$ cat src/rtl/ddr_pkg.sv
// Shared FSM encoding, score width and default lane geometry for the DDR note sequencer.
// The defaults are the same window and geometry constants the vga renderer uses.
package ddr_pkg;

    typedef enum logic [1:0] {
        IDLE = 2'd0,
        PLAY = 2'd1,
        DONE = 2'd2
    } state_t;

    localparam int SCORE_W = 10;

    localparam int DEF_N_SLOTS    = 4;
    localparam int DEF_Y_W        = 10;
    localparam int DEF_SPAWN_Y    = 480;
    localparam int DEF_STEP       = 4;
    localparam int DEF_HIT_LO     = 40;
    localparam int DEF_HIT_HI     = 72;
    localparam int DEF_MISS_Y     = 8;
    localparam int DEF_BEAT_TICKS = 16;
    localparam int DEF_PAT_LEN    = 64;
    localparam logic [63:0] DEF_PATTERN = 64'h1111_1111_1111_1111;

    // HUD counters stick at all-ones instead of wrapping.
    function automatic logic [SCORE_W-1:0] sat_add(input logic [SCORE_W-1:0] v, input logic [1:0] inc);
        logic [SCORE_W:0] sum;
        sum = {1'b0, v} + {{(SCORE_W-1){1'b0}}, inc};
        return sum[SCORE_W] ? {SCORE_W{1'b1}} : sum[SCORE_W-1:0];
    endfunction

endpackage

$ cat src/rtl/ddr_note_fifo.sv
// Ring buffer of live arrows: push at tail, pop at head, and a strobe that scrolls every
// occupied slot up by STEP. Slot storage doubles as the renderer-facing valid/y registers.
module ddr_note_fifo
    import ddr_pkg::*;
#(
    parameter int N_SLOTS = DEF_N_SLOTS,
    parameter int Y_W     = DEF_Y_W,
    parameter int STEP    = DEF_STEP
) (
    input  logic                         clk,
    input  logic                         rst,
    input  logic                         push,
    input  logic [Y_W-1:0]               push_y,
    input  logic                         pop,
    input  logic                         dec,
    output logic [Y_W-1:0]               head_y,
    output logic [$clog2(N_SLOTS+1)-1:0] count,
    output logic [N_SLOTS-1:0]           slot_valid,
    output logic [N_SLOTS*Y_W-1:0]       slot_y
);

    localparam int PTR_W = (N_SLOTS > 1) ? $clog2(N_SLOTS) : 1;
    localparam int CNT_W = $clog2(N_SLOTS + 1);
    localparam logic [Y_W-1:0]   STEP_Y = Y_W'(STEP);
    localparam logic [CNT_W-1:0] FULL   = CNT_W'(N_SLOTS);

    logic [PTR_W-1:0] head;
    logic [PTR_W-1:0] tail;
    logic             do_push;
    logic             do_pop;

    assign do_pop  = pop && (count != '0);
    assign do_push = push && (count != FULL);
    assign head_y  = slot_y[head*Y_W +: Y_W];

    // A freshly pushed arrow keeps SPAWN_Y for its first cycle; a popped slot is cleared.
    always_ff @(posedge clk) begin
        if (rst) begin
            head       <= '0;
            tail       <= '0;
            count      <= '0;
            slot_valid <= '0;
            slot_y     <= '0;
        end else begin
            for (int i = 0; i < N_SLOTS; i++) begin
                if (do_pop && (PTR_W'(i) == head)) begin
                    slot_valid[i]          <= 1'b0;
                    slot_y[i*Y_W +: Y_W]   <= '0;
                end else if (do_push && (PTR_W'(i) == tail)) begin
                    slot_valid[i]          <= 1'b1;
                    slot_y[i*Y_W +: Y_W]   <= push_y;
                end else if (dec && slot_valid[i]) begin
                    slot_y[i*Y_W +: Y_W]   <= slot_y[i*Y_W +: Y_W] - STEP_Y;
                end
            end
            if (do_pop) begin
                head <= head + PTR_W'(1);
            end
            if (do_push) begin
                tail <= tail + PTR_W'(1);
            end
            case ({do_push, do_pop})
                2'b10:   count <= count + CNT_W'(1);
                2'b01:   count <= count - CNT_W'(1);
                default: count <= count;
            endcase
        end
    end

endmodule

$ cat src/rtl/ddr_note_sequencer.sv
// DDR lane scheduler: walks the beat pattern, spawns and scrolls arrows, judges presses.
// Define DDR_COMBO_EN to build the streak counters behind o_combo / o_max_combo.
module ddr_note_sequencer
    import ddr_pkg::*;
#(
    parameter int N_SLOTS    = DEF_N_SLOTS,
    parameter int Y_W        = DEF_Y_W,
    parameter int SPAWN_Y    = DEF_SPAWN_Y,
    parameter int STEP       = DEF_STEP,
    parameter int HIT_LO     = DEF_HIT_LO,
    parameter int HIT_HI     = DEF_HIT_HI,
    parameter int MISS_Y     = DEF_MISS_Y,
    parameter int BEAT_TICKS = DEF_BEAT_TICKS,
    parameter int PAT_LEN    = DEF_PAT_LEN,
    parameter logic [PAT_LEN-1:0] PATTERN = PAT_LEN'(DEF_PATTERN)
) (
    input  logic                   clk,
    input  logic                   rst,
    input  logic                   start,
    input  logic                   mov_tick,
    input  logic                   btn_up,
    output logic [N_SLOTS-1:0]     o_valid,
    output logic [N_SLOTS*Y_W-1:0] o_y,
    output logic [SCORE_W-1:0]     o_score,
    output logic [SCORE_W-1:0]     o_miss,
    output logic                   o_playing,
    output logic                   o_done,
    output logic                   o_overflow,
    output logic [SCORE_W-1:0]     o_combo,
    output logic [SCORE_W-1:0]     o_max_combo
);

    localparam int CNT_W  = $clog2(N_SLOTS + 1);
    localparam int BEAT_W = (BEAT_TICKS > 1) ? $clog2(BEAT_TICKS) : 1;
    localparam int STEP_W = $clog2(PAT_LEN + 1);
    localparam int IDX_W  = (PAT_LEN > 1) ? $clog2(PAT_LEN) : 1;
    localparam logic [Y_W-1:0]    STEP_Y    = Y_W'(STEP);
    localparam logic [Y_W-1:0]    HIT_LO_Y  = Y_W'(HIT_LO);
    localparam logic [Y_W-1:0]    HIT_HI_Y  = Y_W'(HIT_HI);
    localparam logic [Y_W-1:0]    MISS_Y_Y  = Y_W'(MISS_Y);
    localparam logic [BEAT_W-1:0] BEAT_LAST = BEAT_W'(BEAT_TICKS - 1);
    localparam logic [STEP_W-1:0] STEP_END  = STEP_W'(PAT_LEN);
    localparam logic [CNT_W-1:0]  FULL      = CNT_W'(N_SLOTS);

    state_t            state;
    state_t            state_next;
    logic [BEAT_W-1:0] beat_cnt;
    logic [STEP_W-1:0] pat_step;
    logic              btn_q;
    logic              press_q;
    logic [Y_W-1:0]    head_y;
    logic [Y_W-1:0]    head_after;
    logic [CNT_W-1:0]  count;
    logic              playing;
    logic              song_start;
    logic              empty;
    logic              beat_wrap;
    logic              spawn_req;
    logic              push;
    logic              pop;
    logic              press_hit;
    logic              press_bad;
    logic              tick_miss;
    logic [1:0]        miss_inc;

    always_comb begin
        state_next = state;
        case (state)
            IDLE, DONE: if (start) state_next = PLAY;
            PLAY:       if (pat_step == STEP_END && count == '0) state_next = DONE;
            default:    state_next = IDLE;
        endcase
    end

    assign playing    = (state == PLAY);
    assign song_start = start && !playing;
    assign empty      = (count == '0);
    assign head_after = head_y - STEP_Y;
    assign beat_wrap  = playing && mov_tick && (pat_step != STEP_END) && (beat_cnt == BEAT_LAST);
    assign spawn_req  = beat_wrap && PATTERN[pat_step[IDX_W-1:0]];
    assign push       = spawn_req && (count != FULL);

    // A hit wins the single retire slot, so the tick's miss check stands down that cycle.
    assign press_hit  = playing && press_q && !empty && (head_y >= HIT_LO_Y) && (head_y <= HIT_HI_Y);
    assign press_bad  = playing && press_q && !press_hit;
    assign tick_miss  = playing && mov_tick && !press_hit && !empty && (head_after < MISS_Y_Y);
    assign pop        = press_hit || tick_miss;
    assign miss_inc   = {1'b0, press_bad} + {1'b0, tick_miss};

    always_ff @(posedge clk) begin
        if (rst) begin
            state      <= IDLE;
            beat_cnt   <= '0;
            pat_step   <= '0;
            btn_q      <= 1'b0;
            press_q    <= 1'b0;
            o_score    <= '0;
            o_miss     <= '0;
            o_overflow <= 1'b0;
            o_playing  <= 1'b0;
            o_done     <= 1'b0;
        end else begin
            state     <= state_next;
            o_playing <= (state_next == PLAY);
            o_done    <= (state_next == DONE);
            btn_q     <= btn_up;
            press_q   <= btn_up && !btn_q;
            if (song_start) begin
                beat_cnt   <= '0;
                pat_step   <= '0;
                o_score    <= '0;
                o_miss     <= '0;
                o_overflow <= 1'b0;
            end else if (playing) begin
                if (beat_wrap) begin
                    beat_cnt <= '0;
                    pat_step <= pat_step + STEP_W'(1);
                end else if (mov_tick && pat_step != STEP_END) begin
                    beat_cnt <= beat_cnt + BEAT_W'(1);
                end
                if (press_hit) begin
                    o_score <= sat_add(o_score, 2'd1);
                end
                o_miss <= sat_add(o_miss, miss_inc);
                if (spawn_req && count == FULL) begin
                    o_overflow <= 1'b1;
                end
            end
        end
    end

    ddr_note_fifo #(
        .N_SLOTS (N_SLOTS),
        .Y_W     (Y_W),
        .STEP    (STEP)
    ) u_fifo (
        .clk        (clk),
        .rst        (rst),
        .push       (push),
        .push_y     (Y_W'(SPAWN_Y)),
        .pop        (pop),
        .dec        (playing && mov_tick),
        .head_y     (head_y),
        .count      (count),
        .slot_valid (o_valid),
        .slot_y     (o_y)
    );

`ifdef DDR_COMBO_EN
    logic [SCORE_W-1:0] combo;
    logic [SCORE_W-1:0] max_combo;
    logic [SCORE_W-1:0] combo_inc;

    assign combo_inc = sat_add(combo, 2'd1);

    // Best streak survives a new song; only the running streak restarts.
    always_ff @(posedge clk) begin
        if (rst) begin
            combo     <= '0;
            max_combo <= '0;
        end else if (song_start) begin
            combo <= '0;
        end else if (press_hit) begin
            combo <= combo_inc;
            if (combo_inc > max_combo) begin
                max_combo <= combo_inc;
            end
        end else if (press_bad || tick_miss) begin
            combo <= '0;
        end
    end

    assign o_combo     = combo;
    assign o_max_combo = max_combo;
`else
    assign o_combo     = '0;
    assign o_max_combo = '0;
`endif

endmodule

$ cat config.mk
export PLATFORM = sky130hd
export DESIGN_NAME = ddr_note_sequencer
export DESIGN_NICKNAME = d
export VERILOG_FILES = /design/src/rtl/ddr_pkg.sv /design/src/rtl/ddr_note_fifo.sv /design/src/rtl/ddr_note_sequencer.sv
export SDC_FILE = /design/constraint.sdc
export NUM_CORES = 1
export LEC_CHECK = 0
export BUFFER_PORTS_ARGS = -buffer_cell sky130_fd_sc_hd__clkbuf_2
export CAP_MARGIN = 25
export CORE_MARGIN = 2
export CORE_UTILIZATION = 55
export CTS_CLUSTER_SIZE = 10
export DETAILED_ROUTE_END_ITERATION = 16
export PLACE_DENSITY_LB_ADDON = 0.12
export SETUP_SLACK_MARGIN = 0.2
export SLEW_MARGIN = 20
export SYNTH_ARGS = -nofsm -noshare
export SYNTH_HDL_FRONTEND = slang
export SYNTH_HIERARCHICAL = 1
export SYNTH_SLANG_ARGS = --single-unit
$ cat constraint.sdc
create_clock -name clk -period 9.15 [get_ports clk]
set_input_delay 0 -clock clk [delete_from_list [all_inputs] [get_ports clk]]
set_output_delay 0 -clock clk [all_outputs]
set_load 0.02 [all_outputs]
==> results of run 1 <==
[how the worst max path moves through the flow]
stage                        start         endpoint
finish              u_fifo/head[1]  u_fifo/count[2]
global route        u_fifo/head[1]  u_fifo/count[2]
CTS                 u_fifo/head[1]  u_fifo/count[2]
detailed placement  u_fifo/head[1]  u_fifo/count[2]
global placement    u_fifo/head[1]  u_fifo/count[2]
floorplan           u_fifo/head[1]  u_fifo/count[2]
[state kept, by name, summed over array words and instances (netlist names), 2 cells and up, named ones only]
| register | count |
|---|---|
| pat_step | 7 |
| u_fifo/slot_valid | 4 |
| u_fifo/head | 2 |
| beat_cnt | 4 |
| u_fifo/slot_y | 40 |
| o_score | 10 |
| state | 2 |
| o_miss | 10 |
| u_fifo/tail | 2 |
| u_fifo/count | 3 |
[critical path, cell delays in order (launching register included)]
cell and delay (ns):
dfxtp_1 0.74, mux4_2 0.61, inv_1 0.10, ha_1 0.13, nor3b_1 0.20, o311ai_0 0.16
a21oi_2 0.75, nand2b_1 0.19, o31a_1 0.36, ha_1 0.27, inv_1 0.06, fa_1 0.37
xor2_1 0.16, or3_1 0.31, a21oi_1 0.15
[layout by cell type (no fill, tap or decap), drive strengths merged, types with 3 or more instances in the layout]
master / n
a211oi: 23
a21o: 5
a21oi: 41
a311oi: 3
a31oi: 6
a41o: 3
and2: 5
and3: 6
clkbuf: 80
clkinvlp: 3
conb: 60
dfxtp: 90
ha: 20
inv: 28
mux2i: 16
mux4: 10
nand2: 34
nand2b: 4
nand3: 16
nand4: 7
nor2: 65
nor2b: 4
nor3: 16
nor4: 5
o21ai: 13
or3: 6
xnor2: 24
xor2: 22
[layer usage]
layer	track usage	up-vias
li1	-	2046
met1	0.2951	1902
met2	0.3825	140
met3	0.04366	20
met4	0.09402	0
met5	0	-
[final cells by class]
type | instances | area, µm² | area share
multi-input combinational | 443 | 2918 | 0.5229
clock inverter | 7 | 102.6 | 0.01839
tap | 108 | 135.1 | 0.02422
timing repair buffer | 75 | 397.9 | 0.07130
clock buffer | 9 | 123.9 | 0.02220
sequential | 90 | 1802 | 0.3229
inverter | 27 | 101.3 | 0.01816
[power by group through the flow]
stage                     logic (mW)  clock network [mW]  registers, mW
after floorplan               0.0276                   0          0.403
after global placement        0.0268                   0          0.403
after detailed placement      0.0272                   0          0.403
after CTS                     0.0279               0.311          0.394
after global routing          0.0325               0.329          0.394
final                         0.0294               0.306          0.394
[cells by family (layout without fill, tap and decap cells)]
family	count (synthesis)	in the layout	share of synthesized area
fa+ha+maj	22	22	0.05993
flops	90	90	0.3720
simple gates	186	186	0.1966
compound gates	103	103	0.1359
buf+inv	66	118	0.07052
xor+xnor	46	46	0.08318
other cells	2	60	0.001551
mux	26	26	0.08034
[per-stage QoR]
step | utilization | area [µm²] | worst slack (ns) | std cells | total power [mW]
finish | 0.6462 | 5580 | 4.511 | 759 | 0.7288
global route | 0.6462 | 5580 | 4.106 | 759 | 0.7560
CTS | 0.6445 | 5565 | 4.516 | 758 | 0.7331
detailed placement | 0.6159 | 5319 | 4.517 | 740 | 0.4301
global placement | 0.6159 | 5319 | 4.782 | 740 | 0.4297
floorplan | - | 5061 | 5.248 | 599 | 0.4308
[what timing repair did]
item	in CTS	in global routing
hold buffers	2	0
hold endpoints to repair	3	0
buffers inserted	0	0
==> results.cfg, run 1 <==
[critical_path]
setup.worst_path.end_class = flop
crit_type = flop to flop
r2r_setup_slack_ns = 4.51
start_kind = flop
crit_required_ns = 9.44
r2r_start = u_fifo/head[1]
crit_fanout = 23
rr_worst_depth = 14
critPathArrivalTime_ns = 4.93
rr_endpoint = u_fifo/count[2]

[timing]
hold_viol = 0
worst_slew_margin_rel = 0.4032
fin_hold_ws_ns = 0.08761
finalSetupTns_ns = 0
fin_crit_ns = 4.639
drv_slew = 0
max_freq_mhz = 215.6
skew_ns = 0.009321
setup_viol = 0
rsz0062_at_grt = no
min_period_over_period = 0.5070
worst_slew_pin_slew_ns = 0.8952

[hold_path]
min_to = o_playing
whs_path_depth = 2
hold_path_startpoint = rst
holdCritPathClass = input port to flop

[synthesis]
synth.area.top_cells = dfxtp_1 37%, ha_1 5.2%, nor2_1 5.0%
netlist.area_leader.share = 0.3720
synth_most_common_cell = dfxtp_1
ys_warn_count = 6
yosys-top-cells-count = 90 x dfxtp_1, 65 x nor2_1, 39 x a21oi_1, 34 x nand2_1, 27 x inv_1
synth-async-reset-ratio = 0
yosysSeqAreaShare = 0.3720
syn_area_mm2 = 0.004843
postSynthAreaPerCell_um2 = 8.953
syn_inst = 541
synth_edf_count = 0
yosysTopAreaCell = dfxtp_1
synth_cell_type_count = 55
synthFlopType = dfxtp_1
synth_seq_cells = 90

[pwr]
ir_worst_vdd_mv = 0.06369
p_clk_frac = 0.420
swShare = 0.2386
internal_power_mw = 0.5549
p_leak_nw = 2.329
p_per_area_mw_per_mm2 = 130.6
comb_power_share = 0.040
power.switching_mw = 0.1739
seqPwrFrac = 0.540

[drt]
top_layer = met4
routedLengthMet1_mm = 4.826
vias = 4108
avgViaCountPerCell = 5.412
drc = 0
route.met2.wl_mm = 5.189
drt_wl_total_mm = 10.95
drtPass1Iterations = 4
postRouteAntennaNets = 0
wire_per_inst_um = 14.43
drtIter0Drc = 186
wl_met3_um = 690

[cts]
clkTransAtPathRegs_ns = 0.10
root_buffer = clkbuf_8
cts_resized = 0
numClockSinks = 90
numCtsBuffers = 9
htreeDepth = 3
cts_tree = yes
clock_path_buffers = 2
clkLatencyLatePin_ns = 0.36

[grt]
grt.total_usage = 0.2301
grt_start_max_net_pins = 34
antenna_found_initial = 0
first_global_vias = 3695
grt_pass1_wl_mm = 17.89
grt.overflow.total = 0

[flow_run]
drv_cap = 0

[floorplanning]
rows = 34
core_area_mm2 = 0.008636
ios = 92
die_h_um = 97.84
start_util = 0.5609
dieWidth_um = 97.84
die_area_mm2 = 0.009573

[finish]
n_antenna_cell = 0
synthToLayoutAreaGrowth_pct = 15.22
fillers = 768
drive_gt1_frac = 0.1644
layout.nets = 673

[place]
hpwl_mm = 8.026
gp_congestion = 0.8583
io_buffers = 71

[run_status]
status = finished, final reports clean
No activity file was read; power rests on OpenSTA's default activity.
==> inputs of run 2 (changes only) <==
--- a/config.mk
+++ b/config.mk
@@ -8,7 +8,7 @@
 export BUFFER_PORTS_ARGS = -buffer_cell sky130_fd_sc_hd__clkbuf_2
 export CAP_MARGIN = 25
 export CORE_MARGIN = 2
-export CORE_UTILIZATION = 55
+export CORE_UTILIZATION = 51
 export CTS_CLUSTER_SIZE = 10
 export DETAILED_ROUTE_END_ITERATION = 16
 export PLACE_DENSITY_LB_ADDON = 0.12
==> constraint.sdc (replaced) <==
create_clock -name clk -period 4.05 [get_ports clk]
set_input_delay 0 -clock clk [delete_from_list [all_inputs] [get_ports clk]]
set_output_delay 0 -clock clk [all_outputs]
set_load 0.02 [all_outputs]
==> run 2 against run 1 <==
Hold slack got worse by 0.0045 ns. Global-route usage fell by 0.073 points. Setup slack got worse by 4.1 ns. Largest power group unchanged.
==> results.cfg, run 2 (same netlist as run 1, synthesis figures left out) <==
[run_status]
status = finished, final reports clean

[timing]
drv_slew = 0
worst_slew_margin_rel = 0.5179
finalSetupTns_ns = 0
hold_viol = 0
min_period_over_period = 0.8883
worst_slew_pin_slew_ns = 0.7211
layout_setup_ws_ns = 0.4522
fin_crit_ns = 3.598
max_freq_mhz = 278.0
setup_viol = 0
skew_ns = 0.008293
rsz0062_at_grt = no

[cts]
numClockSinks = 90
clock_path_buffers = 2
htreeDepth = 3
clkTransAtPathRegs_ns = 0.09
cts_tree = yes
clkLatencyLatePin_ns = 0.36
numCtsBuffers = 9
root_buffer = clkbuf_8

[pwr]
swShare = 0.2538
comb_power_share = 0.042
p_leak_nw = 2.323
seqPwrFrac = 0.591
ir_worst_vdd_mv = 0.1838
internal_power_mw = 1.123
power.switching_mw = 0.3819
p_per_area_mw_per_mm2 = 270.1
p_clk_frac = 0.367

[flow_run]
drv_cap = 0

[floorplanning]
ios = 92
start_util = 0.5242
dieWidth_um = 101.5
rows = 35
core_area_mm2 = 0.009240
die_h_um = 101.5
die_area_mm2 = 0.01029

[finish]
layout.cells.most_common_list = 88 x dfxtp_1, 71 x clkbuf_2, 65 x nor2_1
top_register = u_fifo/slot_y
reg.largest.list = u_fifo/slot_y x40, o_miss x10, o_score x10
n_antenna_cell = 0
fillers = 841
ff_latch_area_mm2 = 0.001807
layout.nets = 676
largest_reg_flops = 40
drive_gt1_frac = 0.1713
synthToLayoutAreaGrowth_pct = 15.03
multiInputGateArea_mm2 = 0.002919
final_common_cell = dfxtp_1
final_area_mm2 = 0.005572

[grt]
use_met1 = 0.3025
grt_pass1_wl_mm = 18.58
grt_start_max_net_pins = 34
grt.overflow.total = 0
grtUsageMet3 = 0.03313
grt_busiest_layer = met2
grt.total_usage = 0.2294
first_global_vias = 3795
antenna_found_initial = 0
grtUsageMet2 = 0.3749

[drt]
wire_per_inst_um = 14.27
drtPass1Iterations = 4
drc = 0
drt_wl_total_mm = 11.18
vias = 4081
drtIter0Drc = 154
postRouteAntennaNets = 0
avgViaCountPerCell = 5.212

[critical_path]
crit_fanout = 10
crit_type = flop to flop
setup.worst_path.end_class = flop
crit_required_ns = 4.34
critPathArrivalTime_ns = 3.88
start_kind = flop

[place]
gp_congestion = 0.8508
place_area_mm2 = 0.005368
hpwl_mm = 8.292
io_buffers = 71
pre_cts_ws_ns = 0.2598

[hold_path]
holdCritPathClass = input port to flop
## run 2: cell types whose count changed in the layout (fill, tap and decap cells not counted), moves of 2 or more
cell,change
dfxtp_1,-2
buf_4,+4
bufinv_16,-2
clkinv_2,+2
## run 2: path summary, 6_finish.rpt
| kind | end | start | cells after the start | slack (ns) |
|---|---|---|---|---|
| setup / recovery | u_fifo/count[2] | u_fifo/head[1] | 15 | 0.45 |
| hold / removal | o_playing | rst | 2 | 0.08 |
| hold reg to reg | press_q | btn_q | 1 | 0.39 |
| setup reg to reg | u_fifo/count[2] | u_fifo/head[1] | 15 | 0.45 |
## run 2: area by class of cell
| class | count | share of cell area |
|---|---|---|
| Clock buffer | 10 | 0.02291 |
| Tap cell | 129 | 0.02897 |
| Inverter | 27 | 0.01819 |
| Timing Repair Buffer | 78 | 0.07411 |
| Clock inverter | 6 | 0.007635 |
| Sequential cell | 90 | 0.3243 |
| Multi-Input combinational cell | 443 | 0.5239 |
## run 2: what timing repair did
| action | 4_1_cts | 5_1_grt |
|---|---|---|
| endpoints found under the setup margin | 0 | 10 |
| resized for setup | 0 | 4 |
| setup buffers | 0 | 1 |
| hold buffers | 2 | 0 |
| hold endpoints to repair | 3 | 0 |
## run 2: metal layers
metal / share of wire / up-vias
met2: 0.47 / 100
met5: 0 / -
met3: 0.047 / 18
li1: - / 2057
met1: 0.46 / 1906
met4: 0.027 / 0
## run 2: worst max-delay path, stage by stage (launching register included)
cell	delay, ns
dfxtp_4	0.42
mux4_2	0.56
inv_1	0.10
ha_1	0.14
nor3b_1	0.22
o311ai_1	0.14
a21oi_2	0.22
nand2b_1	0.14
o31a_1	0.13
buf_4	0.16
ha_1	0.19
inv_1	0.06
fa_1	0.38
xor2_1	0.16
or3_1	0.30
a21oi_1	0.19
## run 2: power groups by stage
stage	clock network [mW]	logic [mW]	registers [mW]
2_1_floorplan	0	0.0624	0.911
5_1_grt	0.597	0.0726	0.889
3_3_place_gp	0	0.0608	0.910
4_1_cts	0.571	0.0629	0.890
3_5_place_dp	0	0.0613	0.910
6_report	0.552	0.0638	0.889
## run 2: stage by stage
step	hold slack [ns]	util	total power, mW	instances
3_5_place_dp	0.2835	0.5809	0.9715	764
3_3_place_gp	0.2813	0.5809	0.9709	764
4_1_cts	0.06074	0.6015	1.524	782
2_1_floorplan	0.07161	-	0.9732	599
6_report	0.08309	0.6030	1.505	783
5_1_grt	0.09880	0.6030	1.559	783
